File: src/rtl/irq_pending_ctrl.sv
// irq_pending_ctrl
// Captures one-cycle event pulses into sticky pending bits. It presents the
// lowest-numbered enabled pending source to the core as a level request with
// an ID, and retires that source on a one-cycle acknowledge.
//
// Optional feature: define IRQ_OVF_CNT_EN to build the saturating 8-bit
// lost-event counter on ovf_cnt. Without it, ovf_cnt is tied to zero.
module irq_pending_ctrl #(
    parameter int NSRC = 4,
    parameter int ID_W = 2
) (
    input  logic            clk,
    input  logic            reset,
    input  logic [NSRC-1:0] pulse_in,
    input  logic [NSRC-1:0] mask_in,
    input  logic            irq_ack,
    output logic            irq,
    output logic [ID_W-1:0] irq_id,
    output logic [NSRC-1:0] pending,
    output logic [7:0]      ovf_cnt
);

    typedef enum logic [1:0] {
        ST_IDLE = 2'd0,
        ST_REQ  = 2'd1,
        ST_GAP  = 2'd2
    } state_t;

    state_t          state_q, state_d;
    logic            irq_q, irq_d;
    logic [ID_W-1:0] irq_id_q, irq_id_d;
    logic [NSRC-1:0] pending_q, pending_d;
    logic [NSRC-1:0] clr_vec;
    logic [NSRC-1:0] req_vec;
    logic            found;
    logic [ID_W-1:0] low_id;

    // Find the lowest-indexed pending source that is also enabled.
    always_comb begin
        req_vec = pending_q & mask_in;
        found   = 1'b0;
        low_id  = '0;
        for (int i = NSRC - 1; i >= 0; i--) begin
            if (req_vec[i]) begin
                found  = 1'b1;
                low_id = ID_W'(i);
            end
        end
    end

    // Request FSM. The ID is latched once on entry to REQ and never re-arbitrated until ack.
    always_comb begin
        state_d  = state_q;
        irq_d    = irq_q;
        irq_id_d = irq_id_q;
        clr_vec  = '0;
        case (state_q)
            ST_IDLE: begin
                irq_d = 1'b0;
                if (found) begin
                    state_d  = ST_REQ;
                    irq_d    = 1'b1;
                    irq_id_d = low_id;
                end
            end
            ST_REQ: begin
                if (irq_ack) begin
                    state_d = ST_GAP;
                    irq_d   = 1'b0;
                    clr_vec = NSRC'(1) << irq_id_q;
                end
            end
            ST_GAP: begin
                state_d = ST_IDLE;
                irq_d   = 1'b0;
            end
            default: begin
                state_d = ST_IDLE;
                irq_d   = 1'b0;
            end
        endcase
    end

    // Sticky pending bits. A new pulse wins over a same-cycle clear.
    always_comb begin
        pending_d = (pending_q & ~clr_vec) | pulse_in;
    end

    // Register FSM state, request outputs and pending bits.
    always_ff @(posedge clk) begin
        if (reset) begin
            state_q   <= ST_IDLE;
            irq_q     <= 1'b0;
            irq_id_q  <= '0;
            pending_q <= '0;
        end else begin
            state_q   <= state_d;
            irq_q     <= irq_d;
            irq_id_q  <= irq_id_d;
            pending_q <= pending_d;
        end
    end

`ifdef IRQ_OVF_CNT_EN
    logic       lost;
    logic [7:0] ovf_cnt_q, ovf_cnt_d;

    // One increment per cycle with any lost event, saturating at 255.
    always_comb begin
        lost      = |(pulse_in & pending_q & ~clr_vec);
        ovf_cnt_d = ovf_cnt_q;
        if (lost && (ovf_cnt_q != 8'hFF)) begin
            ovf_cnt_d = ovf_cnt_q + 8'd1;
        end
    end

    // Lost-event counter register; only reset clears it.
    always_ff @(posedge clk) begin
        if (reset) begin
            ovf_cnt_q <= 8'd0;
        end else begin
            ovf_cnt_q <= ovf_cnt_d;
        end
    end

    assign ovf_cnt = ovf_cnt_q;
`else
    assign ovf_cnt = 8'd0;
`endif

    assign irq     = irq_q;
    assign irq_id  = irq_id_q;
    assign pending = pending_q;

endmodule

File: config.mk
export PLATFORM = sky130hd
export DESIGN_NAME = irq_pending_ctrl
export DESIGN_NICKNAME = d
export VERILOG_FILES = /design/src/rtl/irq_pending_ctrl.sv
export SDC_FILE = /design/constraint.sdc
export NUM_CORES = 1
export LEC_CHECK = 0
export ABC_AREA = 1
export BUFFER_PORTS_ARGS = -buffer_cell sky130_fd_sc_hd__buf_4
export CAP_MARGIN = 20
export CORE_AREA = 3 3 40 42
export CTS_CLUSTER_DIAMETER = 40
export DETAILED_ROUTE_END_ITERATION = 8
export DIE_AREA = 0 0 43 45
export PLACE_DENSITY = 0.77
export SYNTH_ARGS = -nofsm -noshare
export SYNTH_HDL_FRONTEND = slang
export SYNTH_SLANG_ARGS = --single-unit
File: constraint.sdc
create_clock -name clk -period 2.11 [get_ports clk]
set_input_delay 0.422 -clock clk [delete_from_list [all_inputs] [get_ports clk]]
set_output_delay 0.422 -clock clk [all_outputs]
set_load 0.02 [all_outputs]
==> results.md, run 1 <==
* Die width at 43 um
* R2r setup slk at about 1.2 ns
* DRC errors left at 0
* Place WS at around 0.99 ns
* Ports at 26
* Core footprint at 0.00128 mm2
* DP Cell Count at 100
* Comb power frac at 26.3%
* CP Launch Type: register
* GPL Wtd Cong at 0.837
* Worst skew pair latency at approximately 0.26 ns
* Worst Clk Skew at between 0.004 and 0.005 ns
* Warnings from Yosys at 0
* Antenna violations before repair at 0
* Largest net degree at the start of global routing at 7
* RSZ-0062 raised after global routing: no
* Clock sink count at 9
* Synth Area per Inst at 6.85 um2
* Arr. time, crit path at about 0.8 ns
* Finished layout cell area at 612 um2
* Slowest cell on the critical path: dfxtp_1
* Final setup viols at 0
* Leak at ~0.35 nW
* Setup repair bufs after CTS at 0
* Drt pass-1 iters at 2
* Cell area after synthesis at around 470 um2
* Highest clock rate at around 820 MHz
* Worst path bufs/invs at 1
* Setup CP Type: register to output port
* Routed Antenna Nets at 0
* PD cells at roughly 730 mW/mm2
* Initial DRC Count at 1
* Sequential Power Share at roughly 44%
* Fin crit period at around 1.2 ns
* First-pass GRT wire length at roughly 1.5 mm
* Net switching power at between 0.1 and 0.15 mW
* Distinct cells, synth at 14
* Clock slew seen by the registers of the worst setup and hold paths at around 0.06 ns
* CTS Buffer Depth at 2
* Setup ws final at ~0.89 ns
* Clock network power share at 29.5%
* Post-Layout Cell Count at ~100
* WL final at about 920 um
* Congestion Overflow GR at 0
* Max Slew Vio Count at 0
* Share of the yosys chip area belonging to registers at 38.1%
* Top delay family on crit path: flip-flops
* IO Port Bufs at 17
* Root buf cell: clkbuf_4
* H-tree levels at 1
* Initial Util at 36.8%
* Nets at roughly 100
* Max cap viols at 0
* Yosys reg bits at 9
* WP data required at about 1.7 ns
* Cts repair resizes at 0
* Hold WC Path Type: primary input to register
* Pwr Total at between 0.4 and 0.5 mW
* Maximum vdd drop at roughly 0.4 mV
* Total track usage at around 11%
* Post-DP HPWL at between 700 and 800 um
* Pint at roughly 0.31 mW
* Final cycle utilization of the critical path at roughly 58%
* Die Span Y at between 40 and 50 um
* Outcome: finished clean
* Crit path cell chain: buf_4
* CP peak stage delay at ~0.37 ns
* Placement Cell Area at 586 um2
* Area grow syn2layout at 29.4%
* Vias per inst at between 4 and 5
* Endpoint type of the worst setup path: output port
* Setup TNS at 0 ns
* CTS Buf Count at 3
* CTS tree: yes
* Share of layout cells above drive strength 1 at between 20 and 30%
* Wire per inst at just under 9 um
* CP max FO at 4
* Cts hold-fix bufs at 0
* # diodes at 0
* Via Count at 437
* Row cnt at 13
* Final hold viol count at 0
* Vias in the first global route at just over 400
* DIE AREA at around 0.0019 mm2
* Sw Share at a little under a third
* Post-Syn Instances at between 60 and 70
## registers in the layout, indices dropped and copies added, names as in the netlist
register  cells
pending       4
irq           1
irq_id        2
state_q       2
## power groups by stage
| stage | sequential [mW] | clock [mW] | combinational, mW |
|---|---|---|---|
| 2_1_floorplan | 0.215 | 0 | 0.0711 |
| 3_3_place_gp | 0.202 | 0 | 0.117 |
| 3_5_place_dp | 0.202 | 0 | 0.118 |
| 4_1_cts | 0.199 | 0.137 | 0.118 |
| 5_1_grt | 0.201 | 0.146 | 0.131 |
| 6_report | 0.198 | 0.132 | 0.118 |
## cell usage after synthesis (all sizes together)
cell    count  area share, %
nand2      20             18
inv        13             10
dfxtp       9             38
buf         8             13
a21oi       5            5.3
o21ai       5            5.3
nor2        4            3.7
nand3       3            4.2
conb        1           0.79
nand3b      1            1.6
## cell usage in the layout, fill, tap and decap left out, drive strengths merged
cell type / count
nand2: 20
buf: 17
inv: 13
dfxtp: 9
conb: 8
a21oi: 5
o21ai: 5
nor2: 4
clkbuf: 4
nand3: 3
nand3b: 1
## worst paths after layout
path,start,to,cells past startpoint
setup / recovery,irq_id[0],irq_id[0],1
hold / removal,reset,pending[3],2
setup reg to reg,state_q[0],pending[0],3
hold reg to reg,pending[3],pending[3],2
## through the flow
stage / util [%] / hold slack [ns]
5_1_grt: 47.6 / 0.369
6_report: 47.6 / 0.364
3_5_place_dp: 45.6 / 0.487
3_3_place_gp: 45.6 / 0.474
4_1_cts: 47.6 / 0.361
2_1_floorplan: - / 0.491
## logic make-up (layout without fill, tap and decap cells)
kind of cell | count (synthesis) | in the layout | synth area share (%)
and+or+nand+nor | 28 | 28 | 27.5
buffers and inverters | 21 | 34 | 23.0
other | 1 | 8 | 0.793
AOI/OAI and AO/OA | 10 | 10 | 10.6
DFF | 9 | 9 | 38.1
## area by class of cell
type                       instances  area [um2]
timing repair buffer              17         128
fill                             153         673
sequential                         9         180
inverter                          13        48.8
tap                               15        18.8
multi-input combinational         46         210
clock buffer                       4        26.3
## per-layer routing
layer	vias up	routed length (um)	global-route usage, %
met5	-	0	0
met4	0	10	5.42
met3	2	111	6.77
met2	22	455	19.5
met1	183	343	10.2
li1	230	-	-
No activity file was read; power rests on OpenSTA's default activity.
==> run 2: changes to the inputs <==
--- a/config.mk
+++ b/config.mk
@@ -5,7 +5,7 @@
 export SDC_FILE = /design/constraint.sdc
 export NUM_CORES = 1
 export LEC_CHECK = 0
-export ABC_AREA = 1
+export ABC_AREA = 0
 export BUFFER_PORTS_ARGS = -buffer_cell sky130_fd_sc_hd__buf_4
 export CAP_MARGIN = 20
 export CORE_AREA = 3 3 40 42
==> constraint.sdc (replaced) <==
create_clock -name clk -period 1.1 [get_ports clk]
set_input_delay 0.22 -clock clk [delete_from_list [all_inputs] [get_ports clk]]
set_output_delay 0.22 -clock clk [all_outputs]
set_load 0.02 [all_outputs]
==> run 2 against run 1 <==
Effect of this change:
- clock-buffer cell count unchanged
- via count up 2.7%
- flip-flop and latch count unchanged
- first-iteration DRC count rose to 4.0 times the previous value
- area after synthesis down 7.1%
- largest cell class unchanged
==> results.md, run 2 <==
* WHS Path Cells at 2 (unchanged)
* Most frequent cells in the layout: buf_4 (20), conb_1 (8), nor2_1 (6), a21oi_1 (5), dfxtp_1 (5) (was buf_4 (17), nand2_1 (16), inv_1 (13), dfxtp_1 (9), conb_1 (8))
* First-pass GRT wire length at 1.51 mm (was 1.55 mm)
* GPL Wtd Cong at 0.775 (was 0.837)
* Clock slew seen by the registers of the worst setup and hold paths at 0.06 ns (about the same)
* Net switching power at 0.246 mW (was 0.142 mW)
* Synth Area per Inst at 8.29 um2 (was 6.85 um2)
* Max Slew Vio Count at 0 (unchanged)
* Total track usage at 11.4% (was 11.1%)
* Fin crit period at ~1.1 ns
* Number of synthesized flops with an enable pin at 0 (unchanged)
* Share of layout cells above drive strength 1 at 37.3% (was 29.2%)
* Final cycle utilization of the critical path at 98.1%
* Met2 track demand over resource at 18.9% (was 19.5%)
* Drt pass-1 iters at 4 (was 2)
* DP Cell Count at 84 (was 100)
* Top-area cell type share of the netlist area at 41.0% (was 38.1%)
* Main synth FF type: dfxtp_1 (unchanged)
* Adder-Cell Fraction of Synth Area at 0% (unchanged)
* CTS Buffer Depth at 2 (unchanged)
* CTS tree: yes (unchanged)
* Clock network power share at 29.5% (about the same)
* Setup TNS at 0 ns (unchanged)
* Core footprint at 0.00128 mm2 (unchanged)
* Outcome: finished clean (unchanged)
* Largest net degree at the start of global routing at 10 (was 7)
* Post-DP HPWL at 765 um (was 738 um)
* Worst skew pair latency at 0.26 ns (about the same)
* Initial Util at 34.2% (was 36.8%)
* Post-synth top cells: dfxtp_1 (9), buf_4 (8), nor2_1 (6) (was nand2_1 (16), inv_1 (13), dfxtp_1 (9))
* Root buf cell: clkbuf_4 (unchanged)
* Antenna violations before repair at 0 (unchanged)
* Vias in the first global route at 394 (was 407)
* IO Port Bufs at 17 (unchanged)
* Via Count at 449 (was 437)
* Setup ws final at 0.0208 ns (was 0.892 ns)
* Combinational family with the most area after synthesis: compound AO/OA/AOI/OAI gates (was simple AND/OR/NAND/NOR gates)
* Endpoint type of the worst setup path: register (was output port)
* Max cap viols at 0 (unchanged)
* Final setup viols at 0 (unchanged)
* Row cnt at 13 (unchanged)
* CTS Buf Count at 3 (unchanged)
* Cell area after synthesis at 439 um2 (was 473 um2)
* WP data required at 1.29 ns (was 1.69 ns)
* Routed Antenna Nets at 0 (unchanged)
* Die Span Y at 45 um (unchanged)
* Synth Area in XOR/XNOR at 0% (unchanged)
* GRT Max-Usage Layer: met2 (unchanged)
* Synth area leaders: dfxtp_1 (41%), buf_4 (14%), a21oi_1 (5.7%), nor2_1 (5.1%), a22o_1 (4.0%) (was dfxtp_1 (38%), buf_4 (13%), nand2_1 (13%), inv_1 (10%), a21oi_1 (5.3%))
* Most common cell in the netlist: dfxtp_1 (was nand2_1)
* H-tree levels at 1 (unchanged)
* Synth Area in Compound Gates at 20.8% (was 10.6%)
* Ports at 26 (unchanged)
* Dominant cell type by area after synthesis: dfxtp_1 (unchanged)
* Wire per inst at 10.7 um (was 8.85 um)
* Warnings from Yosys at 0 (unchanged)
* Post-Layout Cell Count at 90 (was 104)
* Area grow syn2layout at 37.0% (was 29.4%)
* Highest clock rate at 927 MHz
* CP max FO at 4 (unchanged)
* Async SR Flop Fraction at 0% (unchanged)
* Most common cell after layout, fill and taps aside: buf_4 (unchanged)
* # diodes at 0 (unchanged)
* Share of the yosys chip area belonging to registers at 41.0% (was 38.1%)
* Clock sink count at 9 (unchanged)
* Initial DRC Count at 4 (was 1)
* Leak at 0.282 nW (was 0.353 nW)
* Multiplexer share of the synthesized area at 0% (unchanged)
* Pwr Total at 0.838 mW (was 0.448 mW)
* Final hold viol count at 0 (unchanged)
* Congestion Overflow GR at 0 (unchanged)
* Sequential Power Share at 46.0% (was 44.2%)
* RSZ-0062 raised after global routing: yes (was no)
* Die width at 43 um (unchanged)
* DRC errors left at 0 (unchanged)
* Worst Clk Skew at 0.000536 ns (was 0.00426 ns)
* Hold WC Path Type: primary input to register (unchanged)
* Arr. time, crit path at 1.27 ns (was 0.80 ns)
* Met1 usage at 11.4% (was 10.2%)
* DIE AREA at 0.00194 mm2 (unchanged)
* WL final at 967 um (was 920 um)
* Maximum vdd drop at 0.607 mV (was 0.396 mV)
* Max reg flops at 4 (unchanged)
* Post-Syn Instances at 53 (was 69)
* GR Layer Usage met3 at 2.39% (was 6.77%)
* Final design utilization at 46.8% (was 47.6%)
* Simple-gate share of the synthesized area at 20.2% (was 27.5%)
* Place WS at -0.0380 ns (was 0.995 ns)
* Cts hold-fix bufs at 0 (unchanged)
* PD cells at 1390 mW/mm2 (was 732 mW/mm2)
* Pint at 0.592 mW (was 0.306 mW)
* CP Launch Type: register (unchanged)
* Yosys reg bits at 9 (unchanged)
* Sw Share at 29.4% (was 31.7%)
* Distinct cells, synth at 21 (was 14)
* Nets at 87 (was 101)
* Layout filler cell count at 132 (was 153)
* Worst Reg-to-Reg Cells at 3 (unchanged)
* Comb power frac at 24.5% (was 26.3%)
* Vias per inst at 4.99 (was 4.20)
* Setup CP Type: register to register (was register to output port)
-- run 2: final cells by class --
cell class	count	area, um2	share of cell area, %
multi-input combinational	39	210	34.9
clock buffer	4	26.3	4.37
inverter	3	11.3	1.87
sequential	9	185	30.8
timing repair buffer	20	150	24.9
tap	15	18.8	3.12
-- run 2: worst paths after layout --
kind | from | endpoint | slack (ns)
worst min-delay path | reset | irq_id[1] | 0.19
worst min register to register | irq_id[1] | pending[2] | 0.52
worst max-delay path | state_q[0] | irq | 0.02
worst max register to register | state_q[0] | irq | 0.02
-- run 2: worst max-delay path, stage by stage, from the launching register on --
cell     delay (ns)
dfxtp_2        0.35
or3b_1         0.36
or2_0          0.20
a21oi_1        0.11
-- run 2: kinds of logic after synthesis --
kind of cell | count (synthesis)
simple gates | 17
compound gates | 14
buf+inv | 12
flops | 9
other cells | 1
-- run 2: timing repair --
item	CTS	global route
resized for setup	2	2
pin swaps	2	0
gates cloned	0	0
setup buffers	1	1
setup endpoints to repair	1	4
hold endpoints to repair	0	0
-- run 2: layer usage --
layer | vias up | wire, um
met4 | 0 | 41
met5 | - | 0
li1 | 214 | -
met2 | 26 | 434
met3 | 4 | 99
met1 | 205 | 391
-- run 2: power groups by stage --
| stage | clock network (mW) | logic (mW) | registers (mW) |
|---|---|---|---|
| 2_1_floorplan | 0 | 0.109 | 0.412 |
| 3_5_place_dp | 0 | 0.196 | 0.390 |
| 6_report | 0.247 | 0.205 | 0.386 |
| 4_1_cts | 0.261 | 0.203 | 0.383 |
| 5_1_grt | 0.274 | 0.223 | 0.391 |
| 3_3_place_gp | 0 | 0.192 | 0.389 |
-- run 2: through the flow --
step           area, um2  hold slack [ns]
2_1_floorplan        465            0.349
3_3_place_gp         556            0.454
3_5_place_dp         556            0.467
4_1_cts              592            0.182
5_1_grt              602            0.195
6_report             602            0.194
